**config.mk**
```make
export PLATFORM = sky130hd
export DESIGN_NAME = mem_bridge
export DESIGN_NICKNAME = d
export VERILOG_FILES = /design/src/rtl/cpu_pkg.sv /design/src/rtl/wait_timer.sv /design/src/rtl/mem_bridge.sv
export SDC_FILE = /design/constraint.sdc
export NUM_CORES = 1
export LEC_CHECK = 0
export ABC_AREA = 1
export BUFFER_PORTS_ARGS = -buffer_cell sky130_fd_sc_hd__buf_2
export CORE_ASPECT_RATIO = 0.9
export CORE_UTILIZATION = 36
export CTS_CLUSTER_SIZE = 40
export DETAILED_ROUTE_END_ITERATION = 10
export PLACE_DENSITY_LB_ADDON = 0.15
export SKIP_CTS_REPAIR_TIMING = 1
export SKIP_LAST_GASP = 1
export SYNTH_ARGS = -nofsm -noshare
export SYNTH_HDL_FRONTEND = slang
export SYNTH_SLANG_ARGS = --single-unit
```
**constraint.sdc**
```tcl
create_clock -name clk -period 2.42 [get_ports clk]
set_input_delay 0.242 -clock clk [delete_from_list [all_inputs] [get_ports clk]]
set_output_delay 0.242 -clock clk [all_outputs]
set_load 0.01 [all_outputs]
```
**src/rtl/cpu_pkg.sv**
```systemverilog
// Shared bus encodings, bridge states and error-bit indices for the cpu external bus.
package cpu_pkg;

  localparam int BITS = 8;

  localparam logic PHASE_ADDR = 1'b0;
  localparam logic PHASE_DATA = 1'b1;
  localparam logic FETCH_ROM  = 1'b0;
  localparam logic FETCH_RAM  = 1'b1;

  localparam int ERR_W       = 3;
  localparam int ERR_PROTO   = 0;
  localparam int ERR_ROMWR   = 1;
  localparam int ERR_TIMEOUT = 2;

  typedef enum logic [1:0] {
    ST_IDLE,
    ST_ADDR,
    ST_ACCESS,
    ST_RESP
  } bridge_state_e;

endpackage

```
**src/rtl/wait_timer.sv**
```systemverilog
// Wait-state counter: clear wins over enable, terminal flag when the count reaches TIMEOUT-1.
module wait_timer #(
  parameter int TO_BITS = 8,
  parameter int TIMEOUT = 16
) (
  input  logic clk,
  input  logic reset,
  input  logic clear_i,
  input  logic enable_i,
  output logic terminal_o
);

  localparam logic [TO_BITS-1:0] TERM = TO_BITS'(TIMEOUT - 1);

  logic [TO_BITS-1:0] count_q;
  logic [TO_BITS-1:0] count_d;

  always_comb begin
    count_d = count_q;
    if (clear_i) begin
      count_d = '0;
    end else if (enable_i) begin
      count_d = count_q + TO_BITS'(1);
    end
  end

  always_ff @(posedge clk or negedge reset) begin
    if (!reset) begin
      count_q <= '0;
    end else begin
      count_q <= count_d;
    end
  end

  assign terminal_o = (count_q == TERM);

endmodule

```
**src/rtl/mem_bridge.sv**
```systemverilog
// Splits the cpu's two-phase bus into a flat ROM/RAM port with chip-selects, wait states,
// a bounded timeout and sticky protocol/error flags. All outputs come straight from flops.
module mem_bridge
  import cpu_pkg::*;
#(
  parameter int BITS    = cpu_pkg::BITS,
  parameter int TIMEOUT = 16,
  parameter int TO_BITS = 8
) (
  input  logic            clk,
  input  logic            reset,
  input  logic            cpu_valid,
  input  logic            cpu_addr_data,
  input  logic            cpu_rom_ram,
  input  logic            cpu_we,
  input  logic [BITS-1:0] cpu_wdata,
  output logic [BITS-1:0] cpu_rdata,
  output logic            cpu_rdata_valid,
  output logic            cpu_busy,
  output logic [BITS-1:0] mem_addr,
  output logic [BITS-1:0] mem_wdata,
  output logic            mem_we,
  output logic            mem_rom_cs,
  output logic            mem_ram_cs,
  input  logic [BITS-1:0] mem_rdata,
  input  logic            mem_ready,
  input  logic            err_clear,
  output logic [2:0]      err_flags
);

  bridge_state_e   state_q;
  logic            target_q;
  logic [BITS-1:0] mem_addr_q;
  logic [BITS-1:0] mem_wdata_q;
  logic [BITS-1:0] cpu_rdata_q;
  logic            mem_we_q;
  logic            rom_cs_q;
  logic            ram_cs_q;
  logic            rdata_valid_q;
  logic            busy_q;
  logic [ERR_W-1:0] err_q;
  logic [ERR_W-1:0] err_d;

  logic timer_clear;
  logic timer_enable;
  logic timer_term;
  logic err_proto;
  logic err_romwr;
  logic err_timeout;

  // The counter only runs while waiting on memory; any other state holds it at zero.
  assign timer_clear  = (state_q != ST_ACCESS);
  assign timer_enable = (state_q == ST_ACCESS) && !mem_ready;

  wait_timer #(
    .TO_BITS (TO_BITS),
    .TIMEOUT (TIMEOUT)
  ) u_wait_timer (
    .clk        (clk),
    .reset      (reset),
    .clear_i    (timer_clear),
    .enable_i   (timer_enable),
    .terminal_o (timer_term)
  );

  assign err_proto   = cpu_valid && (state_q == ST_IDLE) && (cpu_addr_data == PHASE_DATA);
  assign err_romwr   = cpu_valid && (state_q == ST_ADDR) && (cpu_addr_data == PHASE_DATA)
                       && (target_q == FETCH_ROM) && cpu_we;
  assign err_timeout = (state_q == ST_ACCESS) && !mem_ready && timer_term;

  // A new error on the same edge as err_clear must survive the clear.
  always_comb begin
    err_d = err_clear ? '0 : err_q;
    if (err_proto)   err_d[ERR_PROTO]   = 1'b1;
    if (err_romwr)   err_d[ERR_ROMWR]   = 1'b1;
    if (err_timeout) err_d[ERR_TIMEOUT] = 1'b1;
  end

  always_ff @(posedge clk or negedge reset) begin
    if (!reset) begin
      state_q       <= ST_IDLE;
      target_q      <= FETCH_ROM;
      mem_addr_q    <= '0;
      mem_wdata_q   <= '0;
      cpu_rdata_q   <= '0;
      mem_we_q      <= 1'b0;
      rom_cs_q      <= 1'b0;
      ram_cs_q      <= 1'b0;
      rdata_valid_q <= 1'b0;
      busy_q        <= 1'b0;
      err_q         <= '0;
    end else begin
      rdata_valid_q <= 1'b0;
      err_q         <= err_d;
      unique case (state_q)
        ST_IDLE: begin
          if (cpu_valid && (cpu_addr_data == PHASE_ADDR)) begin
            mem_addr_q <= cpu_wdata;
            target_q   <= cpu_rom_ram;
            state_q    <= ST_ADDR;
          end
        end
        ST_ADDR: begin
          if (cpu_valid) begin
            if (cpu_addr_data == PHASE_ADDR) begin
              mem_addr_q <= cpu_wdata;
              target_q   <= cpu_rom_ram;
            end else if ((target_q == FETCH_ROM) && cpu_we) begin
              cpu_rdata_q   <= '0;
              rdata_valid_q <= 1'b1;
              busy_q        <= 1'b1;
              state_q       <= ST_RESP;
            end else begin
              mem_wdata_q <= cpu_wdata;
              mem_we_q    <= cpu_we;
              rom_cs_q    <= (target_q == FETCH_ROM);
              ram_cs_q    <= (target_q == FETCH_RAM);
              busy_q      <= 1'b1;
              state_q     <= ST_ACCESS;
            end
          end
        end
        ST_ACCESS: begin
          // Ready is tested first so a completion on the terminal cycle is not an error.
          if (mem_ready) begin
            cpu_rdata_q   <= mem_we_q ? '0 : mem_rdata;
            mem_we_q      <= 1'b0;
            rom_cs_q      <= 1'b0;
            ram_cs_q      <= 1'b0;
            rdata_valid_q <= 1'b1;
            state_q       <= ST_RESP;
          end else if (timer_term) begin
            cpu_rdata_q   <= '1;
            mem_we_q      <= 1'b0;
            rom_cs_q      <= 1'b0;
            ram_cs_q      <= 1'b0;
            rdata_valid_q <= 1'b1;
            state_q       <= ST_RESP;
          end
        end
        ST_RESP: begin
          busy_q  <= 1'b0;
          state_q <= ST_IDLE;
        end
        default: begin
          state_q <= ST_IDLE;
        end
      endcase
    end
  end

  assign cpu_rdata       = cpu_rdata_q;
  assign cpu_rdata_valid = rdata_valid_q;
  assign cpu_busy        = busy_q;
  assign mem_addr        = mem_addr_q;
  assign mem_wdata       = mem_wdata_q;
  assign mem_we          = mem_we_q;
  assign mem_rom_cs      = rom_cs_q;
  assign mem_ram_cs      = ram_cs_q;
  assign err_flags       = err_q;

endmodule

```
### After elaboration in Yosys (flattened, before gate mapping)

Cells that the tools add are included.

* bits in registers: 43
* output and inout bits: 32

* reductions and logical operators: 25
* bitwise gates (word level): 3
* $add $sub $neg: 1
* equal/unequal tests: 12
* multiplexer cells: 51

Operators by type and width (number)
* $mux 8: 11
* $pmux 8 s2: 2
* $mux 1: 25
* $reduce_bool 2->1: 7
* $pmux 1 s2: 6
* $reduce_and 4->1: 3
* $logic_and 1x1->1: 10
* $mux 2: 5
* $ne 2x2->1 const B: 5
* $reduce_and 5->1: 2
* $add 8x1->8 const B: 1
* $eq 8x4->1 const B: 1
* $pmux 2 s4: 1
* $eq 2x2->1 const B: 2
* $ne 2x1->1 const B: 2
* $mux 3: 1
* $ne 3x3->1 const B: 1
* $not 1->1: 3
* $reduce_and 3->1: 1
* $eq 2x1->1 const B: 1
* $logic_not 2->1: 1
* $logic_not 1->1: 1

### Logic depth before layout (Yosys ltp)

* depth after elaboration: 6
* gate-level depth with buffers: 9
* mapped depth without buffers: 9

### Modules after synthesis

From an unflattened synthesis, not the netlist that was laid out.

* cell total of the unflattened synthesis: 254
* area, all modules: 2100.8 um2

Modules (own cells, without submodules)
* mem_bridge: cells an instance 193, sequential area each 875.8 um2, area an instance 1644.1 um2, times used 1
* wait_timer: cells an instance 61, sequential area each 200.2 um2, area an instance 456.7 um2, times used 1

### Least setup slack after synthesis

Ideal clock, no wire load.

* path type: register to register
* start: register state_q[1]
* end: register mem_wdata_q[6], in the netlist mem_wdata[6]
* buffers on the path: 1
* setup time: 0.118 ns
* period minus slack after synthesis: 1.478 ns
* data arrival time: 1.361 ns
* cell stages (with the launch flop): 9
* slack: 0.942 ns
* cell sequence: dfrtp_1 inv_1 ha_1 inv_2 nor3_2 nand2_2 buf_6 nand2_1 o21ai_2

* longest elaborated chain between the ends: 2

Ends and longest elaborated chain
* start, declared: RTL line mem_bridge.sv:31 `bridge_state_e state_q;`
* start signal, assigned: RTL line mem_bridge.sv:81 `state_q <= ST_IDLE;`
* start signal, assigned: RTL line mem_bridge.sv:100 `state_q <= ST_ADDR;`
* start signal, assigned: RTL line mem_bridge.sv:112 `state_q <= ST_RESP;`
* $eq 2x1->1: RTL line mem_bridge.sv:95 `unique case (state_q)`
* $reduce_and 4->1 (no line)
* end signal, assigned: RTL line mem_bridge.sv:114 `mem_wdata_q <= cpu_wdata;`
* end, declared: RTL line mem_bridge.sv:34 `logic [BITS-1:0] mem_wdata_q;`

No other way between the ends.
A chain may end at the register's enable or synchronous reset.

### Worst setup path after layout

* start: register state_q[0]
* end: register state_q[1]

* longest elaborated chain between the ends: 3

Ends and longest elaborated chain (RTL line)
* $eq 2x2->1 (tied with other cells): mem_bridge.sv:95
* $ne 3x3->1 (no line) (tied with other cells)
* $reduce_and 4->1 (no line)

Parallel ways exist; a longest one is shown, timed or not.

==> flow_metrics.env <==
export IMPL_outcome="finished clean"
export IMPL_area_delta_synth_final_pct=19.6
export IMPL_remaining_drc_errors=0
export IMPL_globalRouteOverflowTotal=0
export IMPL_cp_required_ps=2640
export IMPL_tritoncts="yes"
export IMPL_path_cells="inv_1 > ha_1 > nand3_2 > nand3_1 > nand2_1 > nand2_1"
export IMPL_drt_initial_drc_count=84
export IMPL_crit_type="flip-flop to flip-flop"
export IMPL_antenna_found_initial=0
export IMPL_syn_area_um2=2080
export IMPL_tns_ps=0
export IMPL_htree_levels=2
export IMPL_finClkSkew_ps=7.28
export IMPL_routed_wl_mm=4.47
export IMPL_p_per_area_nw_per_um2=1110
export IMPL_switching_power_mw=1.12
export IMPL_cts_buffer_depth=2
export IMPL_yosys_area_share_simple=0.266
export IMPL_start_util=0.385
export IMPL_worstMarginPinSlew_ps=686
export IMPL_endpoint_kind="flip-flop"
export IMPL_synth_compound_area_frac=0.108
export IMPL_grt_usage=0.158
export IMPL_hold_class="primary input to asynchronous set/reset pin"
export IMPL_nets=331
export IMPL_root_buffer="clkbuf_8"
export IMPL_worstPathBufferInverterCount=1
export IMPL_layoutNonFillerInstCount=369
export IMPL_via_per_inst=4.70
export IMPL_synth_xor_area_share=0.00421
export IMPL_dr_pass1_iters=4
export IMPL_fp_row_count=25
export IMPL_maxCapViolations=0
export IMPL_synth_top_area_frac=0.517
export IMPL_placedCellCount=362
export IMPL_fmax_mhz=567
export IMPL_synthCells=246
export IMPL_synth_area_top_cells="dfrtp_1 52%, nand2_1 13%, inv_1 5.0%"
export IMPL_synth_edf_count=0
export IMPL_crit_fanout=16
export IMPL_yosysSeqAreaShare=0.517
export IMPL_clk_latency_ps=290
export IMPL_period_share=0.728
export IMPL_synth_top_family_by_area="simple AND/OR/NAND/NOR gates"
export IMPL_startpoint_type="flip-flop"
export IMPL_cpMostUsedCell="nand2_1"
export IMPL_irDropWorstVdd_mv=0.522
export IMPL_fin_crit_ps=1760
export IMPL_place_congestion=0.790
export IMPL_grt_max_degree=44
export IMPL_die_x_um=82.2
export IMPL_critical_path_top_delay_family="simple AND/OR/NAND/NOR gates"
export IMPL_hold_viol=0
export IMPL_wl_per_cell_um=12.1
export IMPL_muxShareOfSynthArea=0
export IMPL_slew_violations=0
export IMPL_p_total_mw=2.76
export IMPL_synth_distinct_cells=25
export IMPL_dieArea_um2=6090
export IMPL_seqPwrFrac=0.403
export IMPL_seq_area_um2=1080
export IMPL_io_buffers=55
export IMPL_cts_made_buffers=5
export IMPL_pre_cts_slack_ps=652
export IMPL_synthAdderAreaFrac=0.0300
export IMPL_multi_input_area_um2=851
export IMPL_grt_pass1_vias=1533
export IMPL_drive_gt1_frac=0.262
export IMPL_synthesis_nets=275
export IMPL_power_internal_mw=1.64
export IMPL_clk_pin_slew_ps=80
export IMPL_dominantRegCellSynth="dfrtp_1"
export IMPL_dp_hpwl_mm=3.28
export IMPL_pin_count=56
export IMPL_die_y_um=74.1
export IMPL_setup_violations=0
export IMPL_synth_warnings=0
export IMPL_p_sw_frac=0.406
export IMPL_critPathMaxStageDelay_ps=430
export IMPL_share_comb_of_total_power=0.431
export IMPL_postSynthAreaPerCell_um2=8.46
export IMPL_grt_pass1_wl_mm=7.22
export IMPL_clkSinkCount=43
export IMPL_ant_nets=0
export IMPL_async_flop_share=1.00
export IMPL_via_count=1734
export IMPL_fillerInstances=576
export IMPL_crit_arrival_ps=1980
export IMPL_ys_ff_latch=43
export IMPL_slew_headroom=0.541
export IMPL_cp_slowest_cell="dfrtp_1"
export IMPL_synth_area_leader_cell="dfrtp_1"
export IMPL_fin_ws_ps=657
export IMPL_power_static_leakage_nw=1.35
export IMPL_antenna_cells=0
export IMPL_clkPwrFrac=0.166
export IMPL_rsz0062_at_grt="no"
export IMPL_core_um2=5410
-- placed cells by master, fill, tap and decap left out, drive strengths merged --
master | synthesis | layout
clkinv | 0 | 1
nand4 | 14 | 14
clkbuf | 1 | 6
buf | 6 | 56
ha | 5 | 5
o22ai | 1 | 1
a21boi | 1 | 1
o21ai | 21 | 21
xor2 | 1 | 1
o32ai | 1 | 1
nand3 | 12 | 12
a21oi | 11 | 11
dfrtp | 43 | 43
inv | 29 | 29
nor2 | 20 | 20
o211ai | 1 | 1
nor3 | 4 | 4
nand2 | 75 | 75
-- cell type report --
cell class / instances / share of cell area
Tap cell: 67 / 0.0337
Sequential cell: 43 / 0.432
Multi-Input combinational cell: 167 / 0.342
Timing Repair Buffer: 56 / 0.114
Inverter: 29 / 0.0437
Clock inverter: 1 / 0.00201
Clock buffer: 6 / 0.0332
-- state kept, by name, summed over array words and instances (netlist names), 2 cells and up --
| register | cells |
|---|---|
| state_q | 2 |
| cpu_rdata | 8 |
| u_wait_timer.count_q | 8 |
| err_flags | 3 |
| mem_addr | 8 |
| mem_wdata | 8 |
-- power groups by stage --
stage	logic [mW]	registers (mW)	clock network, mW
2_1_floorplan	0.712	1.22	0
3_3_place_gp	1.18	1.12	0
5_1_grt	1.36	1.14	0.502
3_5_place_dp	1.21	1.12	0
6_report	1.19	1.11	0.458
4_1_cts	1.21	1.11	0.476
-- per-stage QoR --
stage	util	hold WS, ps	cell area (um^2)
final	0.460	6.64	2490
after CTS	0.460	37.7	2490
after floorplan	-	-53.6	2080
after global routing	0.460	70.4	2490
after global placement	0.444	357	2400
after detailed placement	0.444	356	2400
-- cell families after synthesis --
| logic type | count (synthesis) |
|---|---|
| adder cells (fa/ha/maj) | 5 |
| AO/OA/AOI/OAI | 36 |
| buffers and inverters | 36 |
| flip-flops | 43 |
| XOR/XNOR | 1 |
| AND/OR/NAND/NOR | 125 |
-- per-layer routing --
metal	vias to the layer above	routed length, um	global-route usage
li1	913	-	-
met1	783	2340	0.237
met2	36	1880	0.223
met3	2	235	0.0393
met4	0	11	0.0468
met5	-	0	0
-- cells in the mapped netlist, types with 2 or more instances --
cell type	number
nand3_1	10
a21oi_1	11
buf_6	2
dfrtp_1	43
o21ai_2	8
nand4_1	14
buf_2	4
nor3_1	3
inv_1	28
nand2_2	2
nand2_1	73
ha_1	5
nor2_1	19
o21ai_0	13
-- path summary, 6_finish.rpt --
check	to	slack, ps	depth (start not counted)	startpoint
min in group clk	err_flags[0]	190	2	err_clear
worst max register to register	state_q[1]	660	6	state_q[0]
max in group asynchronous	mem_wdata[3]	2010	2	reset
worst min register to register	mem_rom_cs	480	2	mem_rom_cs
worst max-delay path	state_q[1]	660	6	state_q[0]
worst min-delay path	cpu_rdata[4]	7	2	reset
No activity file was read; power rests on OpenSTA's default activity.
